`src/rtl/conv_pkg.sv`:
```
`default_nettype none
// ============================================================================
// Module      : conv_pkg
// Description : Shared types and sizing helpers for the convolution blocks.
// Revision    : 1.0 - initial release
// ============================================================================
package conv_pkg;

    typedef enum logic [1:0] {
        IDLE  = 2'd0,
        RUN   = 2'd1,
        DRAIN = 2'd2
    } seq_state_e;

    function automatic int kernel_area(input int kernel_width);
        return kernel_width * kernel_width;
    endfunction

    function automatic int bank_w(input int num_banks);
        return (num_banks > 1) ? $clog2(num_banks) : 1;
    endfunction

    localparam int KERNEL_WIDTH_DEFAULT = 3;
    localparam int WEIGHT_WIDTH_DEFAULT = 2;

    // Packed weights for the default kernel, index r*KernelWidth+c
    typedef logic [kernel_area(KERNEL_WIDTH_DEFAULT)*WEIGHT_WIDTH_DEFAULT-1:0] weight_vec_t;

endpackage
`default_nettype wire

```
`src/rtl/weight_bank_rf.sv`:
```
`default_nettype none
// ============================================================================
// Module      : weight_bank_rf
// Description : NumBanks x WordW register file, one write port, one async read.
// Revision    : 1.0 - initial release
// ============================================================================
module weight_bank_rf #(
    parameter int NumBanks = 4,
    parameter int WordW    = 18,
    parameter int AddrW    = 2
) (
    input  logic             clk_i,
    input  logic             rst_i,
    input  logic             we_i,
    input  logic [AddrW-1:0] waddr_i,
    input  logic [WordW-1:0] wdata_i,
    input  logic [AddrW-1:0] raddr_i,
    output logic [WordW-1:0] rdata_o
);

    logic [NumBanks*WordW-1:0] bank_flat;

    generate
        for (genvar b = 0; b < NumBanks; b++) begin : g_bank
            logic [WordW-1:0] bank_q;
            logic [WordW-1:0] bank_d;

            always_comb begin
                bank_d = bank_q;
                if (we_i && (waddr_i == AddrW'(b))) begin
                    bank_d = wdata_i;
                end
            end

            always_ff @(posedge clk_i or posedge rst_i) begin
                if (rst_i) begin
                    bank_q <= '0;
                end else begin
                    bank_q <= bank_d;
                end
            end

            assign bank_flat[b*WordW +: WordW] = bank_q;
        end
    endgenerate

    // Out-of-range addresses (non power-of-two bank counts) read as zero
    always_comb begin
        rdata_o = '0;
        for (int b = 0; b < NumBanks; b++) begin
            if (raddr_i == AddrW'(b)) begin
                rdata_o = bank_flat[b*WordW +: WordW];
            end
        end
    end

endmodule
`default_nettype wire

```
`src/rtl/conv_frame_sequencer.sv`:
```
`default_nettype none
// ============================================================================
// Module      : conv_frame_sequencer
// Description : Frame gating and between-frame weight bank swapping for conv2d.
// Revision    : 1.0 - initial release
// ============================================================================
module conv_frame_sequencer
    import conv_pkg::*;
#(
    parameter int LineWidthPx = 160,
    parameter int LineCountPx = 120,
    parameter int WidthIn     = 2,
    parameter int KernelWidth = 3,
    parameter int WeightWidth = 2,
    parameter int NumBanks    = 4,
    localparam int KernelArea = kernel_area(KernelWidth),
    localparam int BankW      = bank_w(NumBanks)
) (
    input  logic                              clk_i,
    input  logic                              rst_i,
    input  logic                              start_i,
    input  logic                              continuous_i,
    input  logic                              sel_valid_i,
    input  logic [BankW-1:0]                  sel_bank_i,
    input  logic                              cfg_valid_i,
    output logic                              cfg_ready_o,
    input  logic [BankW-1:0]                  cfg_bank_i,
    input  logic [KernelArea*WeightWidth-1:0] cfg_weights_i,
    input  logic                              valid_i,
    output logic                              ready_o,
    input  logic [WidthIn-1:0]                data_i,
    output logic                              valid_o,
    input  logic                              ready_i,
    output logic [WidthIn-1:0]                data_o,
    input  logic                              conv_valid_i,
    output logic [KernelArea*WeightWidth-1:0] weights_o,
    output logic [BankW-1:0]                  active_bank_o,
    output logic                              frame_done_o,
    output logic                              busy_o
);

    localparam int WW = KernelArea * WeightWidth;
    localparam int XW = (LineWidthPx > 1) ? $clog2(LineWidthPx) : 1;
    localparam int YW = (LineCountPx > 1) ? $clog2(LineCountPx) : 1;

    localparam logic [1:0] S_IDLE  = IDLE;
    localparam logic [1:0] S_RUN   = RUN;
    localparam logic [1:0] S_DRAIN = DRAIN;

    logic [1:0]       state_q, state_d;
    logic [XW-1:0]    x_q, x_d;
    logic [YW-1:0]    y_q, y_d;
    logic             cont_q, cont_d;
    logic [BankW-1:0] pending_q, pending_d;
    logic [BankW-1:0] active_bank_q, active_bank_d;
    logic [WW-1:0]    weights_q, weights_d;
    logic             frame_done_q, frame_done_d;

    logic             run;
    logic             busy;
    logic             fire;
    logic             x_last;
    logic             y_last;
    logic             last_px;
    logic             swap_en;
    logic             cfg_ready;
    logic             cfg_fire;
    logic [WW-1:0]    rd_weights;

    always_comb begin
        run     = (state_q == S_RUN);
        busy    = (state_q != S_IDLE);
        fire    = valid_i & ready_i & run;
        x_last  = (x_q == XW'(LineWidthPx - 1));
        y_last  = (y_q == YW'(LineCountPx - 1));
        last_px = fire & x_last & y_last;
        // Gated by reset so cfg_ready_o reads 1 while reset is held
        swap_en = ~rst_i & (((state_q == S_IDLE) & start_i) |
                            ((state_q == S_DRAIN) & ~conv_valid_i));
        cfg_ready = ~swap_en & ~(busy & (cfg_bank_i == active_bank_q));
        cfg_fire  = cfg_valid_i & cfg_ready;
    end

    always_comb begin
        state_d = state_q;
        cont_d  = cont_q;
        case (state_q)
            S_IDLE: begin
                if (start_i) begin
                    state_d = S_RUN;
                end
            end
            S_RUN: begin
                if (last_px) begin
                    state_d = S_DRAIN;
                    cont_d  = continuous_i;
                end
            end
            S_DRAIN: begin
                if (!conv_valid_i) begin
                    state_d = cont_q ? S_RUN : S_IDLE;
                end
            end
            default: state_d = S_IDLE;
        endcase
    end

    // Counters restart on every swap to stay in lockstep with conv2d
    always_comb begin
        x_d = x_q;
        y_d = y_q;
        if (swap_en) begin
            x_d = '0;
            y_d = '0;
        end else if (fire) begin
            if (x_last) begin
                x_d = '0;
                y_d = y_last ? '0 : (y_q + YW'(1));
            end else begin
                x_d = x_q + XW'(1);
            end
        end
    end

    always_comb begin
        pending_d     = sel_valid_i ? sel_bank_i : pending_q;
        active_bank_d = swap_en ? pending_q : active_bank_q;
        weights_d     = swap_en ? rd_weights : weights_q;
        frame_done_d  = (state_q == S_DRAIN) & ~conv_valid_i;
    end

    always_ff @(posedge clk_i or posedge rst_i) begin
        if (rst_i) begin
            state_q       <= S_IDLE;
            x_q           <= '0;
            y_q           <= '0;
            cont_q        <= 1'b0;
            pending_q     <= '0;
            active_bank_q <= '0;
            weights_q     <= '0;
            frame_done_q  <= 1'b0;
        end else begin
            state_q       <= state_d;
            x_q           <= x_d;
            y_q           <= y_d;
            cont_q        <= cont_d;
            pending_q     <= pending_d;
            active_bank_q <= active_bank_d;
            weights_q     <= weights_d;
            frame_done_q  <= frame_done_d;
        end
    end

    weight_bank_rf #(
        .NumBanks (NumBanks),
        .WordW    (WW),
        .AddrW    (BankW)
    ) u_bank_rf (
        .clk_i    (clk_i),
        .rst_i    (rst_i),
        .we_i     (cfg_fire),
        .waddr_i  (cfg_bank_i),
        .wdata_i  (cfg_weights_i),
        .raddr_i  (pending_q),
        .rdata_o  (rd_weights)
    );

    assign valid_o       = valid_i & run;
    assign ready_o       = ready_i & run;
    assign data_o        = data_i;
    assign cfg_ready_o   = cfg_ready;
    assign weights_o     = weights_q;
    assign active_bank_o = active_bank_q;
    assign frame_done_o  = frame_done_q;
    assign busy_o        = busy;

endmodule
`default_nettype wire

```
`config.mk`:
```
export PLATFORM = sky130hd
export DESIGN_NAME = conv_frame_sequencer
export DESIGN_NICKNAME = d
export VERILOG_FILES = /design/src/rtl/conv_pkg.sv /design/src/rtl/weight_bank_rf.sv /design/src/rtl/conv_frame_sequencer.sv
export SDC_FILE = /design/constraint.sdc
export NUM_CORES = 1
export LEC_CHECK = 0
export BUFFER_PORTS_ARGS = -buffer_cell sky130_fd_sc_hd__buf_2
export CAP_MARGIN = 25
export CORE_MARGIN = 2
export CORE_UTILIZATION = 57
export DETAILED_ROUTE_END_ITERATION = 7
export GPL_TIMING_DRIVEN = 0
export HOLD_SLACK_MARGIN = 0.06
export MAX_ROUTING_LAYER = met4
export PLACE_DENSITY = 0.85
export SLEW_MARGIN = 20
export SYNTH_ARGS = -nofsm -noshare
export SYNTH_HDL_FRONTEND = slang
export SYNTH_SLANG_ARGS = --single-unit
```
`constraint.sdc`:
```
create_clock -name clk_i -period 10.46 [get_ports clk_i]
set_clock_uncertainty 0.2 [all_clocks]
set_input_delay 1.046 -clock clk_i [delete_from_list [all_inputs] [get_ports clk_i]]
set_output_delay 1.046 -clock clk_i [all_outputs]
set_load 0.02 [all_outputs]
```
==> results of run 1 <==
==> routing by layer <==
layer  wire, um  global-route usage
met5          0                   -
met4        221               0.139
met3        489              0.0537
met2       5430               0.390
met1       4530               0.307
==> area by class of cell <==
| class | instances | area share |
|---|---|---|
| multi-input combinational | 243 | 0.341 |
| sequential | 113 | 0.467 |
| timing repair buffer | 58 | 0.0516 |
| buffer | 19 | 0.0171 |
| tap | 108 | 0.0223 |
| clock buffer | 18 | 0.0690 |
| clock inverter | 14 | 0.0275 |
| inverter | 6 | 0.00454 |
==> cell families (layout without fill, tap and decap cells) <==
logic type / after synthesis / after routing
simple gates: 119 / 119
flops: 113 / 113
mux: 94 / 94
buf+inv: 25 / 115
compound gates: 21 / 21
xor+xnor: 7 / 7
fa+ha+maj: 2 / 2
==> worst min-delay path by stage <==
stage	endpoint	slack, ps	depth (start not counted)
after CTS	weights_o[16]	270	2
after global placement	weights_o[13]	250	2
after global routing	weights_o[13]	290	2
final	weights_o[16]	270	2
after floorplan	y_q[6]	250	1
after detailed placement	weights_o[6]	260	2
==> stage by stage <==
step / std cells / setup WS (ps) / cell area [um^2] / hold slack, ps / total power [mW]
floorplan: 381 / 6230 / 5020 / 247 / 0.670
global placement: 546 / 5170 / 5440 / 254 / 0.699
detailed placement: 547 / 7150 / 5470 / 257 / 0.715
CTS: 579 / 7160 / 6060 / 272 / 1.28
global route: 579 / 7050 / 6060 / 293 / 1.33
finish: 579 / 7160 / 6060 / 265 / 1.27
==> power breakdown <==
part / switching [mW] / total [mW] / internal [mW]
logic: 0.0645 / 0.162 / 0.0973
registers: 0.0428 / 0.551 / 0.508
clock network: 0.200 / 0.561 / 0.361
==> cells in the final DEF (no fill, tap or decap), types with 3 or more instances in the layout <==
master | netlist | routed
sky130_fd_sc_hd__a21oi_1 | 5 | 5
sky130_fd_sc_hd__dfrtp_1 | 113 | 113
sky130_fd_sc_hd__nor3_1 | 4 | 4
sky130_fd_sc_hd__nand3_1 | 4 | 4
sky130_fd_sc_hd__nand2_1 | 75 | 75
sky130_fd_sc_hd__bufinv_16 | 0 | 3
sky130_fd_sc_hd__nor2_1 | 10 | 10
sky130_fd_sc_hd__clkinv_4 | 0 | 3
sky130_fd_sc_hd__inv_1 | 6 | 5
sky130_fd_sc_hd__and3_1 | 3 | 3
sky130_fd_sc_hd__clkinvlp_4 | 0 | 4
sky130_fd_sc_hd__a31o_2 | 3 | 3
sky130_fd_sc_hd__xnor2_1 | 5 | 5
sky130_fd_sc_hd__buf_2 | 5 | 62
sky130_fd_sc_hd__clkbuf_1 | 6 | 7
sky130_fd_sc_hd__clkbuf_16 | 0 | 16
sky130_fd_sc_hd__mux2_2 | 75 | 75
sky130_fd_sc_hd__o21ai_0 | 5 | 5
sky130_fd_sc_hd__buf_1 | 3 | 3
sky130_fd_sc_hd__mux4_2 | 18 | 18
sky130_fd_sc_hd__buf_4 | 3 | 3
sky130_fd_sc_hd__clkinv_2 | 0 | 4
==> tightest hold or removal path: cells and delay by family (launching register included) <==
family	cells	cell delay, ps
flops	1	330
simple gates	2	100
==> state kept, by name (all words and copies together), names as in the netlist <==
name,count
u_bank_rf.g_bank.bank_q,72
weights_o,18
x_q,8
y_q,7
active_bank_o,2
pending_q,2
state_q,2
cont_q,1
frame_done_o,1
==> results.rst, run 1 <==
.. list-table::
   :header-rows: 1

   * - Metric
     - Value
   * - Mean area per synthesized cell
     - approximately 13 um^2
   * - Total of max-cap violations
     - 0
   * - Post-synthesis share of cell area spent on and, or, nand and nor gates
     - 0.116
   * - Routability Congestion
     - about 0.84
   * - CP delay by family, top
     - buffers and inverters
   * - Startpoint of the most critical setup path
     - start_i
   * - Wire length per cell
     - between 15 and 20 um
   * - CTS tree
     - yes
   * - Mux cell area share after synthesis
     - 0.251
   * - Levels on crit path
     - 5
   * - Total number of vias
     - between 3000 and 4000
   * - Final routed DRC violation total
     - 0
   * - Xor and xnor fraction of the mapped netlist area
     - 0.0122
   * - Startpoint of the most critical hold path
     - weights_o[16]
   * - DRC marker count from the first detailed-route iteration
     - around 240
   * - Buf+Inv Stages, Crit Path
     - 3
   * - FFs w/ async S/R, synth
     - 1.00
   * - Top cell by count, worst path
     - sky130_fd_sc_hd__buf_2
   * - Library cell occupying the most area in the post-synthesis netlist
     - sky130_fd_sc_hd__dfrtp_1
   * - Clock-pin slew of the registers on the worst-case setup and hold paths
     - around 50 ps
   * - Data required time of the critical path
     - approximately 9200 ps
   * - Number of synthesized register bits
     - 113
   * - Result of the run
     - finished clean
   * - Aggregate global routing overflow
     - 0
   * - Vias in the first global route
     - 3585
   * - Count of buffers inserted at the top-level ports
     - 57
   * - List of cells traversed by the critical path
     - buf_2 > o211ai_1 > buf_2 > and2_1 > buf_2
   * - First-pass GRT wire length
     - roughly 18 mm
   * - Setup repair after global routing missed its margin
     - no
   * - Number of slew-limit violations in the final report
     - 0
   * - Number of gates given a new drive strength after cts
     - 0
   * - Max FO, Critical Path
     - 10
   * - Storage element area
     - between 2000 and 3000 um^2
   * - Std-Cell Rows
     - 34
   * - Clock tree buffer depth
     - 2
   * - Multi-input combinational cell area
     - 2070 um^2
   * - H-tree lvl count
     - 4
   * - Leading post-synthesis cells by cell area
     - sky130_fd_sc_hd__dfrtp_1 (56%), sky130_fd_sc_hd__mux2_2 (17%), sky130_fd_sc_hd__mux4_2 (8.1%)
   * - Peak per-stage delay on the critical path
     - 300 ps
   * - Launch instance of the worst register-to-register path
     - state_q[1]
   * - Final ANT Viol Nets
     - 0
   * - Number of buffers inserted by post-CTS setup repair
     - 0
   * - Most frequently used cell type in the post-synthesis netlist
     - sky130_fd_sc_hd__dfrtp_1
   * - FF-to-FF End
     - u_bank_rf.g_bank[1].bank_q[16]
   * - Post-synthesis to final-layout area growth
     - 20.7%
   * - Worst Setup End Kind
     - output pin
   * - Top cells by count, synth
     - sky130_fd_sc_hd__dfrtp_1 (113), sky130_fd_sc_hd__mux2_2 (75), sky130_fd_sc_hd__nand2_1 (75)
   * - Number of clock buffers inserted by TritonCTS
     - 17
   * - Maximum ir drop on the vdd rail
     - between 100 and 150 uV
   * - Clock Sink Count
     - roughly 110
   * - Least-Margin Pin Slew
     - between 800 and 900 ps
   * - CTS Hold Buffers Added
     - 0
   * - Leak pwr
     - 2.85 nW
   * - Detailed Routing Iterations Pass 1
     - 4
   * - Inserted Diodes
     - 0
   * - Maximum frequency from static timing analysis
     - 303 MHz
   * - Main combinational cell family by area after synthesis
     - multiplexers
   * - Total I/O pin count
     - 60
   * - Post-synthesis instance area
     - between 5000 and 6000 um^2
   * - Die boundary height
     - 97.9 um
   * - Fraction of the cycle the final worst path needs
     - 0.315
   * - Critical Path Start Type
     - input port
   * - Total negative slack for setup checks
     - 0 ps
   * - Fraction of the yosys area taken by sequential cells
     - 0.563
   * - Initial core utilization
     - 0.581
   * - Critical path capture point
     - cfg_ready_o
   * - Initial antenna violation count
     - 0
   * - Root buffer selected by CTS
     - sky130_fd_sc_hd__clkbuf_8
   * - Clock period minus final worst setup slack
     - 3300 ps
   * - Overall routed net length
     - about 11 mm
   * - CP arrival
     - 2050 ps
   * - Max transition margin
     - 0.466
   * - Die boundary width
     - 97.9 um
   * - Pin count of the biggest net entering global routing
     - 60
   * - Clock network latency to the later pin of the worst-skew pair
     - approximately 500 ps
   * - Final Core Density
     - 0.702
   * - Compound-Gate Fraction of Synth Area
     - 0.0277
   * - Synthesized netlist net count
     - about 420
   * - Die footprint
     - around 9600 um^2
   * - Synthesis warning total
     - 0
   * - Hold Violations, Final
     - 0
   * - Total global-route track usage
     - 0.250
   * - Classification of the worst-slack hold path
     - flop to flop
   * - Cell at the slowest stage of the critical path
     - sky130_fd_sc_hd__buf_2
   * - Reg2reg path depth
     - 6
   * - CP Class
     - input port to output pin
   * - FILL cells
     - ~550
   * - Setup violations, final
     - 0
   * - Share of post-route cells with drive strength above 1
     - 0.433
   * - Slack of the worst reg-to-reg path
     - roughly 8000 ps
   * - Vias per std cell
     - roughly 5.8
   * - Power density over the cells
     - approximately 210 nW/um^2
   * - Count of cell types in the netlist
     - 45
   * - Post-synthesis share of cell area spent on full adders, half adders and majority gates
     - 0.00498
   * - Net count of the finished layout
     - 493
   * - Primary flip-flop cell chosen by synthesis mapping
     - sky130_fd_sc_hd__dfrtp_1
   * - Post-synth EDFFs
     - 0
   * - Dpl hpwl
     - just under 7 mm
   * - Cells after Synth
     - between 300 and 400
   * - Proportion of netlist area held by the largest area contributor
     - 0.563
   * - Area inside the core boundary
     - about 8600 um^2
(Power assumes the default switching activity.)
==> inputs of run 2 (changes only) <==
==> constraint.sdc (replaced) <==
create_clock -name clk_i -period 3.2 [get_ports clk_i]
set_clock_uncertainty 0.2 [all_clocks]
set_input_delay 0.32 -clock clk_i [delete_from_list [all_inputs] [get_ports clk_i]]
set_output_delay 0.32 -clock clk_i [all_outputs]
set_load 0.02 [all_outputs]
==> run 2 against run 1 <==
Effect of this change:
- final area up 6.1%
- count of clock-buffer cells in the layout up 4
- non-clock buffer count up 29
- global-route usage up 2.7 points
- clock power rose to 3.5 times the previous value
- die area unchanged
- core utilization up 4.3 points
- via count up 5.6%
- combinational power rose to 3.6 times the previous value
- worst setup slack worse by 6600 ps
- register-to-register slack worse by 7400 ps
- critical path depth down 1
- critical path type is now flop to flop
==> results.rst, run 2 (synthesis results as in run 1) <==
.. list-table::
   :header-rows: 1

   * - Metric
     - Value
   * - Routability Congestion
     - 0.853 (was 0.842)
   * - Clock period minus final worst setup slack
     - approximately 2600 ps
   * - Net count of the finished layout
     - 522 (was 493)
   * - Critical Path Start Type
     - flop (was input port)
   * - Hold Violations, Final
     - 0 (unchanged)
   * - Initial antenna violation count
     - 0 (unchanged)
   * - Critical path capture point
     - pending_q[0] (was cfg_ready_o)
   * - Final routed DRC violation total
     - 0 (unchanged)
   * - FILL cells
     - 527 (was 554)
   * - Detailed Routing Iterations Pass 1
     - 7 (was 4)
   * - Number of flip-flops in the largest register
     - 72 (unchanged)
   * - Vias per std cell
     - 5.85 (was 5.81)
   * - Inserted Diodes
     - 0 (unchanged)
   * - Launch instance of the worst register-to-register path
     - pending_q[0] (was state_q[1])
   * - Number of cells traversed by the worst hold path
     - 4 (was 2)
   * - CTS tree
     - yes (unchanged)
   * - Top library cells by usage in the layout, fill and taps aside
     - sky130_fd_sc_hd__dfrtp_1 (113), sky130_fd_sc_hd__nand2_1 (75), sky130_fd_sc_hd__mux2_2 (75) (unchanged)
   * - Result of the run
     - finished clean (unchanged)
   * - Data required time of the critical path
     - 3450 ps (was 9210 ps)
   * - Total global-route track usage
     - 0.277 (was 0.250)
   * - Total number of vias
     - 3551 (was 3364)
   * - Post-synthesis to final-layout area growth
     - 28.0% (was 20.7%)
   * - Share of power burned in registers
     - 0.417 (was 0.432)
   * - Maximum ir drop on the vdd rail
     - 371 uV (was 117 uV)
   * - H-tree lvl count
     - 4 (unchanged)
   * - Max FO, Critical Path
     - 10 (unchanged)
   * - Root buffer selected by CTS
     - sky130_fd_sc_hd__clkbuf_8 (unchanged)
   * - Clock-pin slew of the registers on the worst-case setup and hold paths
     - 50 ps (about the same)
   * - Total of max-cap violations
     - 0 (unchanged)
   * - Die boundary height
     - 97.9 um (unchanged)
   * - Startpoint of the most critical setup path
     - pending_q[0] (was start_i)
   * - Final ANT Viol Nets
     - 0 (unchanged)
   * - Initial core utilization
     - 0.581 (unchanged)
   * - Die boundary width
     - 97.9 um (unchanged)
   * - Least-Margin Pin Slew
     - 773 ps (was 802 ps)
   * - Power share of the clock group
     - 0.450 (was 0.441)
   * - Combinational fraction of design power
     - 0.134 (was 0.127)
   * - Cell at the slowest stage of the critical path
     - sky130_fd_sc_hd__clkbuf_1 (was sky130_fd_sc_hd__buf_2)
   * - Number of slew-limit violations in the final report
     - 0 (unchanged)
   * - Top cell by count, worst path
     - sky130_fd_sc_hd__clkbuf_1 (was sky130_fd_sc_hd__buf_2)
   * - Dpl hpwl
     - 7.03 mm (was 6.72 mm)
   * - CP arrival
     - 2850 ps (was 2050 ps)
   * - Number of buffers inserted by post-CTS setup repair
     - 0 (unchanged)
   * - Count of buffers inserted at the top-level ports
     - 57 (unchanged)
   * - Wire length per cell
     - 19.9 um (was 18.4 um)
   * - Fraction of power spent switching nets
     - 0.235 (was 0.241)
   * - Std-Cell Rows
     - 34 (unchanged)
   * - Clock network latency to the later pin of the worst-skew pair
     - 510 ps (was 500 ps)
   * - DRC marker count from the first detailed-route iteration
     - 247 (was 237)
   * - Number of clock buffers inserted by TritonCTS
     - 17 (unchanged)
   * - Pin count of the biggest net entering global routing
     - 30 (was 60)
   * - Aggregate global routing overflow
     - 0 (unchanged)
   * - Internal Dissipation
     - 3.33 mW (was 966 uW)
   * - Slack of the worst reg-to-reg path
     - 590 ps (was 8000 ps)
   * - CP Class
     - flop to flop (was input port to output pin)
   * - Max transition margin
     - 0.484 (was 0.466)
   * - Leak pwr
     - 3.01 nW (was 2.85 nW)
   * - Share of post-route cells with drive strength above 1
     - 0.411 (was 0.433)
   * - Overall routed net length
     - 12.1 mm (was 10.7 mm)
   * - Total I/O pin count
     - 60 (unchanged)
   * - Area inside the core boundary
     - 8640 um^2 (unchanged)
   * - Total negative slack for setup checks
     - 0 ps (unchanged)
   * - Most common cell after layout, fill and taps aside
     - sky130_fd_sc_hd__dfrtp_1 (unchanged)
   * - Final Core Density
     - 0.744 (was 0.702)
   * - First-pass GRT wire length
     - 19.9 mm (was 17.9 mm)
   * - Largest register by flop count
     - u_bank_rf.g_bank.bank_q (unchanged)
   * - Reg2reg path depth
     - 4 (was 6)
   * - Worst Setup End Kind
     - flop (was output pin)
   * - Setup repair after global routing missed its margin
     - no (unchanged)
   * - Clock tree buffer depth
     - 2 (unchanged)
   * - Maximum frequency from static timing analysis
     - ~380 MHz
   * - Power density over the cells
     - 678 nW/um^2 (was 210 nW/um^2)
   * - NetSw
     - 1.03 mW (was 308 uW)
   * - Fraction of the cycle the final worst path needs
     - 0.815
   * - Peak per-stage delay on the critical path
     - 610 ps (was 300 ps)
   * - Setup violations, final
     - 0 (unchanged)
   * - Die footprint
     - 9580 um^2 (unchanged)
   * - Clock Sink Count
     - 113 (unchanged)
   * - FF-to-FF End
     - pending_q[0] (was u_bank_rf.g_bank[1].bank_q[16])
   * - List of cells traversed by the critical path
     - clkbuf_1 > clkbuf_1 > mux2_2 > dlygate4sd3_1 (was buf_2 > o211ai_1 > buf_2 > and2_1 > buf_2)
   * - Vias in the first global route
     - 3881 (was 3585)
   * - Classification of the worst-slack hold path
     - input port to flop (was flop to flop)
==> run 2: changes by cell type in the layout (fill, tap and decap cells not counted), moves of 2 or more <==
| cell | change |
|---|---|
| sky130_fd_sc_hd__dlygate4sd3_1 | +26 |
| sky130_fd_sc_hd__clkinv_2 | -2 |
| sky130_fd_sc_hd__buf_16 | +2 |
| sky130_fd_sc_hd__clkbuf_8 | +3 |
| sky130_fd_sc_hd__clkinvlp_4 | -2 |
==> run 2: cell type report <==
type | instances | area (um^2) | share of cell area
inverters | 6 | 26.3 | 0.00409
clock inverters | 9 | 155 | 0.0241
multi-input cells | 243 | 2070 | 0.322
clock buffers | 22 | 463 | 0.0720
flip-flops and latches | 113 | 2830 | 0.440
well taps | 108 | 135 | 0.0210
repair buffers | 87 | 648 | 0.101
plain buffers | 19 | 104 | 0.0162
==> run 2: how the worst min path moves through the flow <==
| stage | from | end |
|---|---|---|
| global placement | weights_o[10] | weights_o[10] |
| finish | valid_i | x_q[1] |
| CTS | valid_i | x_q[1] |
| detailed placement | rst_i | state_q[0] |
| floorplan | y_q[6] | y_q[6] |
| global route | valid_i | x_q[4] |
==> run 2: what timing repair did <==
| item | CTS | global route |
|---|---|---|
| hold buffers | 26 | 0 |
| gates resized for setup | 0 | 0 |
| endpoints found under the hold margin | 135 | 0 |
==> run 2: per-layer routing <==
metal / GRT usage / vias up / wire (um)
met5: - / - / 0
met4: 0.125 / 0 / 242
met3: 0.0630 / 28 / 656
met2: 0.451 / 141 / 6370
met1: 0.332 / 1816 / 4830
li1: - / 1566 / -
==> run 2: stage by stage <==
step	power, mW	instance area, um^2	setup WS (ps)	hold WS (ps)	instances
after floorplan	2.19	5020	1040	247	381
after global placement	2.28	5450	694	254	546
after detailed placement	2.35	5550	707	181	550
after CTS	4.34	6430	632	74.3	607
after global routing	4.50	6430	526	118	607
final	4.36	6430	593	94.5	607
==> run 2: power by group through the flow <==
stage,registers (mW),clock network [mW],logic [mW]
6_report,1.82,1.96,0.582
5_1_grt,1.84,2.03,0.630
4_1_cts,1.80,1.97,0.577
3_5_place_dp,1.81,0,0.539
3_3_place_gp,1.79,0,0.491
2_1_floorplan,1.77,0,0.420
==> run 2: critical path, delay by kind of cell (launching register included) <==
kind / cells / cell delay, ps
buffers and inverters: 3 / 1670
flip-flops: 1 / 400
multiplexers: 1 / 270
